==> config.mk <==
export PLATFORM = sky130hd
export DESIGN_NAME = clkdiv_monitor
export DESIGN_NICKNAME = d
export VERILOG_FILES = /design/src/rtl/clkdiv_pkg.sv /design/src/rtl/clkdiv_edge_det.sv /design/src/rtl/clkdiv_monitor.sv
export SDC_FILE = /design/constraint.sdc
export NUM_CORES = 1
export LEC_CHECK = 0
export BUFFER_PORTS_ARGS = -buffer_cell sky130_fd_sc_hd__buf_4
export CAP_MARGIN = 40
export CORE_ASPECT_RATIO = 0.8
export CORE_MARGIN = 2
export CORE_UTILIZATION = 30
export CTS_CLUSTER_SIZE = 24
export DETAILED_ROUTE_END_ITERATION = 6
export GPL_TIMING_DRIVEN = 0
export PLACE_DENSITY = 0.49
export SYNTH_ARGS = -nofsm -noshare
export SYNTH_HDL_FRONTEND = slang
export SYNTH_HIERARCHICAL = 1
export SYNTH_SLANG_ARGS = --single-unit
==> constraint.sdc <==
create_clock -name clk -period 6.1 [get_ports clk]
set_input_delay 1.22 -clock clk [delete_from_list [all_inputs] [get_ports clk]]
set_output_delay 1.22 -clock clk [all_outputs]
set_load 0.02 [all_outputs]
==> src/rtl/clkdiv_pkg.sv <==
// Shared types and helpers for the divided-clock monitor.
// Holds the FSM state encoding, default expectations and a no-wrap absolute difference.
package clkdiv_pkg;

  typedef enum logic [1:0] {
    ST_IDLE = 2'd0,
    ST_SYNC = 2'd1,
    ST_MEAS = 2'd2
  } state_e;

  localparam int unsigned DEF_EXP_PERIOD = 3;
  localparam int unsigned DEF_EXP_HIGH   = 2;
  localparam int unsigned DEF_TOL        = 0;

  // Widest counter this checker may be built with; abs_diff works at this width.
  localparam int unsigned CNT_W_MAX = 16;
  localparam int unsigned RUN_W     = 4;

  // One extra signed bit keeps the subtraction from wrapping for any operand pair.
  function automatic logic [CNT_W_MAX-1:0] abs_diff(input logic [CNT_W_MAX-1:0] a,
                                                    input logic [CNT_W_MAX-1:0] b);
    logic signed [CNT_W_MAX:0] diff;
    diff = $signed({1'b0, a}) - $signed({1'b0, b});
    return diff[CNT_W_MAX] ? CNT_W_MAX'(-diff) : CNT_W_MAX'(diff);
  endfunction

endpackage

==> src/rtl/clkdiv_edge_det.sv <==
// Single-flop edge detector for a clk-domain signal.
// Rise and fall are combinational from the current sample and the previous one.
module clkdiv_edge_det (
  input  logic clk,
  input  logic rst,
  input  logic i_sig,
  output logic o_rise,
  output logic o_fall
);

  logic r_prev;

  // NOTE: sequential state is written with non-blocking assignments so every
  // flop samples the pre-edge values of its neighbours.
  always_ff @(posedge clk) begin
    if (rst) begin
      r_prev <= 1'b0;
    end else begin
      r_prev <= i_sig;
    end
  end

  assign o_rise = i_sig & ~r_prev;
  assign o_fall = ~i_sig & r_prev;

endmodule

==> src/rtl/clkdiv_monitor.sv <==
// Measures period and high time of a divided clock sampled in the clk domain,
// qualifies each period against expectations and reports lock, error and stuck.
module clkdiv_monitor
  import clkdiv_pkg::*;
#(
  parameter int unsigned CNT_W      = 8,
  parameter int unsigned EXP_PERIOD = DEF_EXP_PERIOD,
  parameter int unsigned EXP_HIGH   = DEF_EXP_HIGH,
  parameter int unsigned TOL        = DEF_TOL,
  parameter int unsigned LOCK_CNT   = 4,
  parameter int unsigned TIMEOUT    = 255
) (
  input  logic             clk,
  input  logic             rst,
  input  logic             en,
  input  logic             clk_div_in,
  input  logic             err_clr,
  output logic [CNT_W-1:0] period,
  output logic [CNT_W-1:0] high_time,
  output logic             meas_valid,
  output logic             locked,
  output logic             err,
  output logic             stuck
);

  localparam logic [CNT_W-1:0] CNT_MAX = '1;
  localparam logic [RUN_W-1:0] RUN_MAX = '1;

  state_e             r_state;
  logic [CNT_W-1:0]   r_cnt;
  logic [CNT_W-1:0]   r_hcnt;
  logic [CNT_W-1:0]   r_wait;
  logic [RUN_W-1:0]   r_run;

  logic               w_rise;
  logic               w_fall_unused;
  logic [CNT_W-1:0]   w_cnt_inc;
  logic [CNT_W-1:0]   w_hcnt_inc;
  logic [RUN_W-1:0]   w_run_inc;
  logic [CNT_W_MAX-1:0] w_per_dev;
  logic [CNT_W_MAX-1:0] w_high_dev;
  logic               w_good;
  logic               w_meas_timeout;
  logic               w_sync_timeout;

  clkdiv_edge_det u_edge (
    .clk    (clk),
    .rst    (rst),
    .i_sig  (clk_div_in),
    .o_rise (w_rise),
    .o_fall (w_fall_unused)
  );

  assign w_cnt_inc  = (r_cnt == CNT_MAX) ? r_cnt : r_cnt + CNT_W'(1);
  assign w_hcnt_inc = (clk_div_in && (r_hcnt != CNT_MAX)) ? r_hcnt + CNT_W'(1) : r_hcnt;
  assign w_run_inc  = (r_run == RUN_MAX) ? r_run : r_run + RUN_W'(1);

  assign w_per_dev  = abs_diff(CNT_W_MAX'(r_cnt), CNT_W_MAX'(EXP_PERIOD));
  assign w_high_dev = abs_diff(CNT_W_MAX'(r_hcnt), CNT_W_MAX'(EXP_HIGH));
  assign w_good     = (w_per_dev <= CNT_W_MAX'(TOL)) && (w_high_dev <= CNT_W_MAX'(TOL));

  assign w_meas_timeout = (r_cnt == CNT_W'(TIMEOUT));
  assign w_sync_timeout = (r_wait == CNT_W'(TIMEOUT - 1));

  always_ff @(posedge clk) begin
    if (rst) begin
      r_state    <= ST_IDLE;
      r_cnt      <= '0;
      r_hcnt     <= '0;
      r_wait     <= '0;
      r_run      <= '0;
      period     <= '0;
      high_time  <= '0;
      meas_valid <= 1'b0;
      locked     <= 1'b0;
      err        <= 1'b0;
      stuck      <= 1'b0;
    end else begin
      meas_valid <= 1'b0;
      // NOTE: a later assignment in this block overrides this clear, so a bad
      // measurement in the same cycle leaves err set.
      if (err_clr) begin
        err <= 1'b0;
      end

      if (!en) begin
        r_state <= ST_IDLE;
        r_cnt   <= '0;
        r_hcnt  <= '0;
        r_wait  <= '0;
        r_run   <= '0;
        locked  <= 1'b0;
        stuck   <= 1'b0;
      end else begin
        case (r_state)
          ST_IDLE: begin
            r_state <= ST_SYNC;
            r_wait  <= '0;
          end

          // The first rise only aligns the counters; that partial period is never published.
          ST_SYNC: begin
            if (w_rise) begin
              r_cnt   <= CNT_W'(1);
              r_hcnt  <= CNT_W'(1);
              stuck   <= 1'b0;
              r_state <= ST_MEAS;
            end else if (w_sync_timeout) begin
              stuck <= 1'b1;
            end else begin
              r_wait <= r_wait + CNT_W'(1);
            end
          end

          ST_MEAS: begin
            if (w_rise) begin
              period     <= r_cnt;
              high_time  <= r_hcnt;
              meas_valid <= 1'b1;
              r_cnt      <= CNT_W'(1);
              r_hcnt     <= CNT_W'(1);
              stuck      <= 1'b0;
              if (w_good) begin
                r_run <= w_run_inc;
                if (w_run_inc >= RUN_W'(LOCK_CNT)) begin
                  locked <= 1'b1;
                end
              end else begin
                r_run  <= '0;
                locked <= 1'b0;
                err    <= 1'b1;
              end
            end else if (w_meas_timeout) begin
              stuck   <= 1'b1;
              locked  <= 1'b0;
              r_run   <= '0;
              r_cnt   <= '0;
              r_hcnt  <= '0;
              r_wait  <= '0;
              r_state <= ST_SYNC;
            end else begin
              r_cnt  <= w_cnt_inc;
              r_hcnt <= w_hcnt_inc;
            end
          end

          default: begin
            r_state <= ST_IDLE;
          end
        endcase
      end
    end
  end

endmodule

# Word-level counts from Yosys, hierarchy flattened
# Cells that the tools add are included.
# classes
add_sub_neg	8
order_cmp	3
eq_ne	15
mux	38
bitwise	4
n_reduce_logical	16
# op_table
cell	count
$mux W8	10
$le A16 B1 Y1 const B	2
$mux W16	2
$neg A9 Y16	2
$pmux W8 S2	2
$add A8 B1 Y8 const B	3
$pmux W8 S3	1
$sub A8 B2 Y9 const B	2
$eq A8 B8 Y1 const B	2
$mux W4	4
$reduce_and A3 Y1	5
$mux W1	14
$ne A2 B2 Y1 const B	4
$ne A8 B8 Y1 const B	1
$mux W2	3
$ne A3 B2 Y1 const B	2
$pmux W2 S3	1
$reduce_and A5 Y1	1
$add A4 B1 Y4 const B	1
$eq A4 B4 Y1 const B	1
$ge A4 B3 Y1 const B	1
$ne A4 B3 Y1 const B	1
$reduce_and A2 Y1	2
$reduce_bool A2 Y1	2
other kinds (12)	15
# word_totals
reg_bits	51
inputBits	5
output_inout_bits	20
wordCells	96

# Longest topological paths before layout
# depth
word_depth	9
mapped_depth	10
ltp_nobuf	9

# Modules after synthesis
# The synthesis kept the hierarchy.
# modules_own_cells
mod	instances	cells_each	area_each_um2	seq_area_each_um2
clkdiv_monitor	1	357	2816.5	1001.0
clkdiv_edge_det	1	4	38.8	20.0

# Worst setup path after synthesis
# Ideal clock, no wire load.
# synth_path
path_type	register to register
from	register r_cnt[2]
to	register r_run[3]
setup_ps	79
arrival_ps	2461
required_time_ps	6021
setup_slack_ps	3560
path_stages_with_launch	11
path_buffers	1
period_less_slack_ps	2540
path_cell_list	dfxtp_1 -> clkbuf_1 -> inv_1 -> ha_1 -> a21bo_2 -> or3_1 -> o311ai_2 -> nand3_2 -> nor4_4 -> nand2_1 -> a211oi_2
# synth_between
elab_chain_len	7
word_cells_on_any_way	10
classes_between	2 x add/sub; 1 x order compare; 1 x eq/ne; 3 x mux; 3 x reduce/logical
# synth_lines
item	line	text
start: declaration	clkdiv_monitor.sv:30	logic [CNT_W-1:0] r_cnt;
start signal: assignment	clkdiv_monitor.sv:142	r_cnt <= w_cnt_inc;
$sub A8 B2 Y9	clkdiv_pkg.sv:23	diff = $signed({1'b0, a}) - $signed({1'b0, b});
$neg A9 Y16	clkdiv_pkg.sv:24	return diff[CNT_W_MAX] ? CNT_W_MAX'(-diff) : CNT_W_MAX'(diff);
$mux W16	clkdiv_pkg.sv:24	
$le A16 B1 Y1	clkdiv_monitor.sv:60	assign w_good = (w_per_dev <= CNT_W_MAX'(TOL)) && (w_high_dev <= CNT_W_MAX'(TOL));
$logic_and A1 B1 Y1	clkdiv_monitor.sv:60	
$mux W4	clkdiv_monitor.sv:123	if (w_good) begin
$mux W4	clkdiv_monitor.sv:116	if (w_rise) begin
end signal: assignment	clkdiv_monitor.sv:124	r_run <= w_run_inc;
end: declaration	clkdiv_monitor.sv:33	logic [RUN_W-1:0] r_run;
# Several ways; a longest one is shown, not always the timed one.
# A chain may end at the register's enable or synchronous reset.

# Worst setup path after layout
# layout_path
from	register r_cnt[2]
to	register r_run[2]
# Same word-level chain as after synthesis.

==> flow_summary.ini <==
[clock_network]
htree_levels = 2
cts_made_buffers = 5
cts.repair.resized = 0
postCtsSetupBuffers = 0
clk_latency_ns = 0.30
clock_path_buffers = 2
clkSinkCount = 51
cts_tree = built
holdBufCountCts = 0
path_clk_slew_ns = 0.07
cts-root-buf = clkbuf_16

[sta]
post-route-period-util_pct = 47.6
slew_violations = 0
rsz0062_at_grt = no
setup_viol = 0
timing_hold_violations_final = 0
tightest_slew_ns = 0.561
period_minus_slack_ns = 2.90
clock.fmax_mhz = 345
finClkSkew_ns = 0.00691
fin_setup_tns_ns = 0
maxSlewHeadroom_pct = 61.5

[routing]
vias = 2504
drc = 1
via_per_inst = 4.93
drt_iter0_markers = 98
firstDrtPassIters = 6
wl_per_cell_um = 13.0
ant_nets = 0
drt_wl_total_um = 6620

[power_and_ir_drop]
seq_power_share_pct = 51.6
p_leak_nw = 1.25
p_comb_share_pct = 6.4
p_sw_share_pct = 23.3
p_sw_w = 0.000152
power.share.clock_pct = 42.0
intPower_w = 0.000502
power_w = 0.000654
ir_worst_vdd_mv = 0.0934
powerDensity_nw_per_um2 = 197

[global_routing]
grt_pass1_wl_um = 11500
grt_max_degree = 15
grt_overflow = 0
antenna_found_initial = 0
track_usage_pct = 13.9
first_global_vias = 2422

[worst_setup_path]
path_buf_inv = 2
path_max_fanout = 8
end_kind = register
crit_end = r_run[2]$_SDFFE_PP0P_
r2r_slack_ns = 3.20
crit_type = register to register
slowest_delay_ns = 0.37
start_kind = register
startpoint = r_cnt[2]$_SDFFE_PP0P_
path_depth = 10
r2r-start = r_cnt[2]$_SDFFE_PP0P_
cp.arrival_ns = 3.12
reg2reg_depth = 10
critPathSlowestCell = clkbuf_1
r2r-end = r_run[2]$_SDFFE_PP0P_
worstPathCellList = clkbuf_1 -> inv_1 -> ha_1 -> a21bo_2 -> or3_1 -> o311ai_2 -> nand3_2 -> nor3_2 -> o211ai_1 -> a211oi_1
worst-endpoint-required_ns = 6.32
critPathTopFamily = compound AO/OA/AOI/OAI gates

[logic_synthesis]
syn_area_sq_um = 2850
syn_avg_cell_area_sq_um = 7.91
syn_inst = 360
yosys_warnings = 6
synth_fp_nets = 383

[place]
portBuffers = 24
gp_congestion = 0.804
hpwlAfterDp_um = 4970

[cells_and_area]
drive_gt1_share_pct = 10.9
final.fill_count = 964
area_delta_synth_final_pct = 16.4
fin_nets = 415
antenna_cells = 0

[flow_run]
maxCapViolations = 0

[floorplanning]
die_w_um = 113
core-area_sq_um = 9150
die-area_sq_um = 10300
die_h_um = 91.2
start_util_pct = 31.1
num_rows = 31
ios = 25

[run_status]
violations = DRC
status = finished, violations left

[worst_hold_path]
hp-class = register to register
power groups by stage:
stage | Combinational (W) | Clock (W) | Sequential [W]
6_report | 0.0000419 | 0.000274 | 0.000338
5_1_grt | 0.0000474 | 0.000298 | 0.000338
4_1_cts | 0.0000421 | 0.000285 | 0.000338
3_5_place_dp | 0.0000419 | 0 | 0.000345
3_3_place_gp | 0.0000411 | 0 | 0.000345
2_1_floorplan | 0.0000298 | 0 | 0.000345
registers in the layout, indices dropped and copies added (netlist names):
register / flops
high_time: 8
period: 8
r_cnt: 8
r_hcnt: 8
r_wait: 8
r_run: 4
r_state: 2
err: 1
locked: 1
meas_valid: 1
stuck: 1
u_edge/r_prev: 1
per-stage QoR:
stage	std cells	utilization (%)	hold slack, ns	setup WS (ns)	area [sq um]
2_1_floorplan	360	-	0.471	3.56	2850
3_3_place_gp	499	34.7	0.448	3.23	3170
3_5_place_dp	500	34.7	0.451	3.19	3180
4_1_cts	508	36.2	0.461	3.16	3320
5_1_grt	508	36.2	0.474	2.97	3320
6_report	508	36.2	0.456	3.20	3320
per-layer routing:
| metal | GRT usage, % | routed length, um |
|---|---|---|
| met5 | 0 | 0 |
| met4 | 4.57 | 102 |
| met3 | 3.14 | 176 |
| met2 | 21.8 | 2940 |
| met1 | 18.7 | 3410 |
how the worst min path moves through the flow:
stage	endpoint	cells past startpoint	slack [ns]	start
2_1_floorplan	r_wait[7]$_SDFFE_PP0P_	2	0.47	r_wait[7]$_SDFFE_PP0P_
3_3_place_gp	high_time[4]$_SDFFE_PP0P_	2	0.45	high_time[4]$_SDFFE_PP0P_
3_5_place_dp	high_time[2]$_SDFFE_PP0P_	2	0.45	high_time[2]$_SDFFE_PP0P_
4_1_cts	high_time[1]$_SDFFE_PP0P_	2	0.46	high_time[1]$_SDFFE_PP0P_
5_1_grt	high_time[7]$_SDFFE_PP0P_	2	0.47	high_time[7]$_SDFFE_PP0P_
6_report	high_time[5]$_SDFFE_PP0P_	2	0.46	high_time[5]$_SDFFE_PP0P_
final cells by class:
| type | count | area, sq um | share of cell area [%] |
|---|---|---|---|
| Clock buffer | 7 | 133 | 4.00 |
| Buffer | 23 | 100 | 3.02 |
| Multi-Input combinational cell | 270 | 1670 | 50.3 |
| Tap cell | 115 | 144 | 4.34 |
| Timing Repair Buffer | 25 | 185 | 5.58 |
| Clock inverter | 1 | 5.00 | 0.151 |
| Sequential cell | 51 | 1020 | 30.8 |
| Inverter | 16 | 60.1 | 1.81 |
tightest hold or removal path, cell delays in order, from the launching register on:
cell	delay (ns)
dfxtp_1	0.31
nand2_1	0.05
a21oi_1	0.05
cells in the final DEF, fill, tap and decap left out, drive strengths merged, types with 3 or more instances in the layout:
cell type and count:
inv 16, nor3 5, dfxtp 51, buf 30
o31ai 4, nor2b 6, xor2 11, clkbuf 25
o22ai 3, o21ai 10, nand4 5, or3 7
a21oi 29, o21a 3, and3 6, a211oi 8
mux2i 3, nor2 38, a31oi 3, ha 18
nand3 14, nand2b 4, xnor2 8, nand2 57
Note: power is estimated with default switching activity, not from simulation.
